==> src/rtl/muldiv_sequencer_if.sv <==
// Handshake and operand bundle between decode/writeback and the multiply sequencer.
interface muldiv_sequencer_if #(
  parameter int XLEN = 32
);
  logic            start;
  logic [3:0]      aluop;
  logic            flush;
  logic [XLEN-1:0] a;
  logic [XLEN-1:0] b;
  logic            stall;
  logic            busy;
  logic            done;
  logic [XLEN-1:0] result;

  modport master (
    output start, aluop, flush, a, b,
    input  stall, busy, done, result
  );

  modport slave (
    input  start, aluop, flush, a, b,
    output stall, busy, done, result
  );
endinterface

==> src/rtl/muldiv_sequencer.sv <==
// Radix-2 shift-add sequencer for mul/mulh/mulhu; one iteration per clock.
// Optional macro MULDIV_EARLY_EXIT_EN ends RUN as soon as the multiplier empties.
module muldiv_sequencer #(
  parameter int XLEN = 32
) (
  input logic               clk,
  input logic               rst,
  muldiv_sequencer_if.slave bus
);
  localparam logic [1:0] IDLE = 2'd0;
  localparam logic [1:0] RUN  = 2'd1;
  localparam logic [1:0] DONE = 2'd2;

  localparam logic [3:0] OP_MUL   = 4'b0101;
  localparam logic [3:0] OP_MULH  = 4'b0110;
  localparam logic [3:0] OP_MULHU = 4'b0111;

  localparam int CW = $clog2(XLEN) + 1;

  logic [1:0]        state;
  logic [CW-1:0]     count;
  logic [2*XLEN-1:0] acc;
  logic [2*XLEN-1:0] mcand;
  logic [XLEN-1:0]   mplier;
  logic [3:0]        op;
  logic              neg;
  logic [XLEN-1:0]   result_q;

  logic              op_valid;
  logic              accept;
  logic [XLEN-1:0]   a_mag;
  logic [XLEN-1:0]   b_mag;
  logic [2*XLEN-1:0] acc_next;
  logic [XLEN-1:0]   mplier_next;
  logic [2*XLEN-1:0] product;
  logic [XLEN-1:0]   result_next;
  logic              last_iter;

  always_comb begin
    op_valid    = (bus.aluop == OP_MUL) || (bus.aluop == OP_MULH) || (bus.aluop == OP_MULHU);
    accept      = (state == IDLE) && bus.start && !bus.flush && op_valid;
    // Unsigned magnitudes; 0x80000000 negates to itself, i.e. 2^31 unsigned.
    a_mag       = bus.a[XLEN-1] ? (~bus.a + 1'b1) : bus.a;
    b_mag       = bus.b[XLEN-1] ? (~bus.b + 1'b1) : bus.b;
    acc_next    = mplier[0] ? (acc + mcand) : acc;
    mplier_next = mplier >> 1;
    product     = neg ? (~acc_next + 1'b1) : acc_next;
    result_next = (op == OP_MUL) ? product[XLEN-1:0] : product[2*XLEN-1:XLEN];
`ifdef MULDIV_EARLY_EXIT_EN
    last_iter   = (count == CW'(XLEN - 1)) || (mplier_next == '0);
`else
    last_iter   = (count == CW'(XLEN - 1));
`endif
  end

  assign bus.stall  = accept || (state == RUN);
  assign bus.busy   = (state != IDLE);
  assign bus.done   = (state == DONE);
  assign bus.result = result_q;

  // The multiplicand shifts left each iteration, equivalent to adding it shifted by count.
  always_ff @(posedge clk or posedge rst) begin
    if (rst) begin
      state    <= IDLE;
      count    <= '0;
      acc      <= '0;
      mcand    <= '0;
      mplier   <= '0;
      op       <= '0;
      neg      <= 1'b0;
      result_q <= '0;
    end else begin
      case (state)
        IDLE: begin
          if (accept) begin
            op    <= bus.aluop;
            acc   <= '0;
            count <= '0;
            if (bus.aluop == OP_MULH) begin
              mcand  <= {{XLEN{1'b0}}, a_mag};
              mplier <= b_mag;
              neg    <= bus.a[XLEN-1] ^ bus.b[XLEN-1];
            end else begin
              mcand  <= {{XLEN{1'b0}}, bus.a};
              mplier <= bus.b;
              neg    <= 1'b0;
            end
            state <= RUN;
          end
        end
        RUN: begin
          if (bus.flush) begin
            state <= IDLE;
          end else begin
            acc    <= acc_next;
            mcand  <= mcand << 1;
            mplier <= mplier_next;
            count  <= count + CW'(1);
            if (last_iter) begin
              state    <= DONE;
              result_q <= result_next;
            end
          end
        end
        DONE:    state <= IDLE;
        default: state <= IDLE;
      endcase
    end
  end
endmodule

==> src/flat_wrapper.sv <==
// flat-port wrapper written by rule: the top's interface ports become plain ports
module muldiv_sequencer_flat 
#(
  parameter int XLEN = 32
)
  (clk, rst, bus_start, bus_aluop, bus_flush, bus_a, bus_b, bus_stall, bus_busy, bus_done, bus_result);
  muldiv_sequencer_if #(.XLEN(XLEN)) bus_i ();
  input logic clk;
  input logic rst;
  input wire logic [$bits(bus_i.start)-1:0] bus_start;
  input wire logic [$bits(bus_i.aluop)-1:0] bus_aluop;
  input wire logic [$bits(bus_i.flush)-1:0] bus_flush;
  input wire logic [$bits(bus_i.a)-1:0] bus_a;
  input wire logic [$bits(bus_i.b)-1:0] bus_b;
  output wire logic [$bits(bus_i.stall)-1:0] bus_stall;
  output wire logic [$bits(bus_i.busy)-1:0] bus_busy;
  output wire logic [$bits(bus_i.done)-1:0] bus_done;
  output wire logic [$bits(bus_i.result)-1:0] bus_result;
  assign bus_i.start = bus_start;
  assign bus_i.aluop = bus_aluop;
  assign bus_i.flush = bus_flush;
  assign bus_i.a = bus_a;
  assign bus_i.b = bus_b;
  assign bus_stall = bus_i.stall;
  assign bus_busy = bus_i.busy;
  assign bus_done = bus_i.done;
  assign bus_result = bus_i.result;
  muldiv_sequencer #(.XLEN(XLEN)) u_core (.clk(clk), .rst(rst), .bus(bus_i));
endmodule
==> config.mk <==
export PLATFORM = sky130hd
export DESIGN_NAME = muldiv_sequencer_flat
export DESIGN_NICKNAME = d
export VERILOG_FILES = /design/src/rtl/muldiv_sequencer_if.sv /design/src/rtl/muldiv_sequencer.sv /design/src/flat_wrapper.sv
export SDC_FILE = /design/constraint.sdc
export NUM_CORES = 1
export LEC_CHECK = 0
export CAP_MARGIN = 40
export CORE_MARGIN = 8
export CORE_UTILIZATION = 35
export DETAILED_ROUTE_END_ITERATION = 10
export HOLD_SLACK_MARGIN = 0.15
export SETUP_SLACK_MARGIN = 0.02
export SLEW_MARGIN = 40
export SYNTH_ARGS = -nofsm -noshare
export SYNTH_HDL_FRONTEND = slang
export SYNTH_SLANG_ARGS = --single-unit
==> constraint.sdc <==
create_clock -name clk -period 7.4 [get_ports clk]
set_input_delay 0.74 -clock clk [delete_from_list [all_inputs] [get_ports clk]]
set_output_delay 0.74 -clock clk [all_outputs]
set_load 0.05 [all_outputs]
==> summary.txt <==
Status -> complete, no violations
Syn Inst Count -> 2303
FFs w/ async S/R, synth -> 100%
Post-Syn Area -> 17500 um2
DIE WIDTH -> 239 um
Vias after detailed routing -> 18200
Pre-Repair DR Iteration Count -> 6
Met2 WL post-DR -> 31300 um
CTS Buffer Depth -> 3
Worst min path class -> reg2reg
Setup crit start -> u_core.acc[12]
WP data required -> 7.87 ns
Met1 Routed Length -> 28900 um
Clock Sink Count -> 205
Period minus WS final -> 5.56 ns
Hpwl dp -> 51400 um
Final std cell area, no fill -> 20100 um2
TritonCTS clock tree -> done
Avg Vias per Cell -> 6.05
Area contributors post-synth -> dfrtp_1 (29%), o21ai_0 (8.2%), nand2_1 (7.4%)
Reg2Reg Depth -> 12
Core area -> 49800 um2
Post-synth top area share -> 29.3%
Cell count after placement -> 2957
Root Buffer -> clkbuf_16
Total of max-cap violations -> 0
Setup CP Type -> reg2reg
Number of synthesized flops with an enable pin -> 0
Yosys top cell by area -> dfrtp_1
Postcts setup bufs -> 0
Reg2reg setup slack -> 1.84 ns
Fmax -> 180 MHz
GRT Residual Overflow -> 0
Slew Limit Fails -> 0
Routed met3 length -> 4160 um
Port Buf Inserts -> 106
Hold buffer count at cts -> 0
Io pins -> 107
Slew margin rel. -> 46.2%
Final setup fails -> 0
Synth Net Count -> 2443
Initial Util -> 35.1%
Distinct cells, synth -> 113
WP data arrival -> 6.03 ns
Pin count of the biggest net entering global routing -> 115
Global-route wire length before repair -> 103000 um
Leak -> 7.91 nW
Final core utilization -> 40.3%
Number of global-route vias before repair -> 17000
Post-route worst setup slack -> 1.84 ns
CP Launch Type -> register
Synth Register Bits -> 205
CTS buffer count -> 27
Period Utilization, post-route -> 75.2%
Post-DP Area -> 19100 um2
DRC errors left -> 0
Post_cts resized -> 0
Worst-path clk slew -> 0.06 ns
FF-to-FF End -> u_core.bus.result[15]
Worst-case vdd ir drop -> 173 uV
Worst setup EP type -> register
Final hold vios -> 0
Nets@finish -> 2454
Final Skew -> 0.0289 ns
Hold slack -> 0.464 ns
DRT Wirelength -> 67100 um
Routability cong. -> 1.03
RSZ-0062 raised after global routing -> no
Power Total -> 5.89 mW
R2R Path Start -> u_core.acc[12]
Top_reg_cell synth -> dfrtp_1
Die area -> 57400 um2
Worst-Skew Late Latency -> 0.58 ns
Worst Setup EP -> u_core.bus.result[15]
Post-detailed-route count of antenna-violating nets -> 0
Ys Warns -> 0
Syn avg cell area -> 7.59 um2
DR iter-0 viols -> 1616
Initial antenna violation count -> 0
Seq/Total Area, Yosys -> 29.3%
Highest Signal Layer -> met4
Setup TNS -> 0 ns
Core Rows -> 82
# H-tree levels -> 1
Post-route insts no fill -> 3008
Layout cells sized above 1 -> 6.21%
Area growth, synth to finish -> 14.7%
Pwr dens -> 294 nW/um2
Total track usage -> 22.7%
Slew @ Worst Pin -> 0.787 ns
Post-Place Setup Slack -> 1.97 ns
CP max FO -> 11
DR WL/cell -> 22.3 um
Chip height -> 239 um
logic make-up (layout without fill, tap and decap cells):
family	after synthesis	count (layout)	share of synthesized area (%)
multiplexers	34	34	1.99
buffers and inverters	185	217	4.34
AO/OA/AOI/OAI	781	781	28.3
XOR/XNOR	115	115	5.76
flip-flops	205	205	29.3
adder cells (fa/ha/maj)	68	68	4.91
other	0	1	0
AND/OR/NAND/NOR	915	915	25.4
cell type report:
cell class | instances | area, um2
clock inverters | 14 | 205
inverters | 35 | 144
flip-flops and latches | 205 | 5130
repair buffers | 132 | 1290
fillers | 5106 | 29700
multi-input cells | 1913 | 11700
clock buffers | 36 | 759
diodes | 1 | 2.50
well taps | 672 | 841
where the power goes:
part	internal [mW]	total, mW	leakage (nW)	switching [mW]
clock	0.865	1.42	0.457	0.556
sequential	1.34	1.59	2.73	0.247
combinational	0.954	2.88	4.73	1.93
cell usage after synthesis (all sizes together), types with 23 or more instances:
| cell type | number |
|---|---|
| nand2 | 343 |
| o21ai | 327 |
| dfrtp | 205 |
| a21oi | 181 |
| nor2 | 169 |
| nand3 | 104 |
| clkbuf | 93 |
| ha | 67 |
| nor3 | 67 |
| xnor2 | 59 |
| buf | 57 |
| xor2 | 56 |
| nand4 | 53 |
| inv | 34 |
| mux2i | 31 |
| o31ai | 29 |
| a22oi | 28 |
| a31oi | 23 |
| nor4 | 23 |
| or3 | 23 |
metal layers:
metal / global-route usage, % / vias up
li1: - / 8515
met1: 30.2 / 8812
met2: 37.5 / 725
met3: 3.01 / 149
met4: 7.62 / 0
met5: 0 / -
cell usage in the layout (no fill, tap or decap), types with 20 or more instances in the layout:
cell type and count:
nand4_1 53, or3_1 22, a21oi_1 176, o21ai_0 284
nand2_1 343, xor2_1 56, a21o_1 20, nand3_1 103
a22oi_1 28, xnor2_1 59, a31oi_1 21, nor2_1 166
ha_1 67, nor4_1 21, clkdlybuf4s50_1 106, o211ai_1 21
nor3_1 66, inv_1 31, o31ai_1 28, o21ai_1 41
clkbuf_16 27, mux2i_1 29, dfrtp_1 204
registers in the layout, summed over array words and instances (netlist names):
register and count:
u_core.state 2, u_core.mplier 32, u_core.count 6, u_core.op 4
u_core.bus.result 32, u_core.mcand 64, u_core.acc 64, u_core.neg 1
critical path: stages, from the launching register on:
cell and delay [ns]:
dfrtp_1 0.43, ha_1 0.53, a21oi_1 0.15, o21ai_0 0.57, a22oi_1 0.31, nand3_1 0.40, mux2_2 0.43, nor2_1 0.50
o2111ai_1 0.27, nor3b_1 0.55, nand4_1 0.51, or3_1 0.52, a31oi_1 0.29
worst min path at each step:
stage / from / cells past startpoint / slack [ns] / endpoint
2_1_floorplan: u_core.mplier[10] / 2 / 0.44 / u_core.mplier[10]
3_3_place_gp: u_core.mplier[4] / 2 / 0.46 / u_core.mplier[4]
3_5_place_dp: u_core.bus.result[5] / 2 / 0.46 / u_core.bus.result[5]
4_1_cts: u_core.bus.result[5] / 2 / 0.47 / u_core.bus.result[5]
5_1_grt: u_core.mplier[16] / 2 / 0.50 / u_core.mplier[16]
6_report: u_core.bus.result[5] / 2 / 0.46 / u_core.bus.result[5]
No activity file was read; power rests on OpenSTA's default activity.
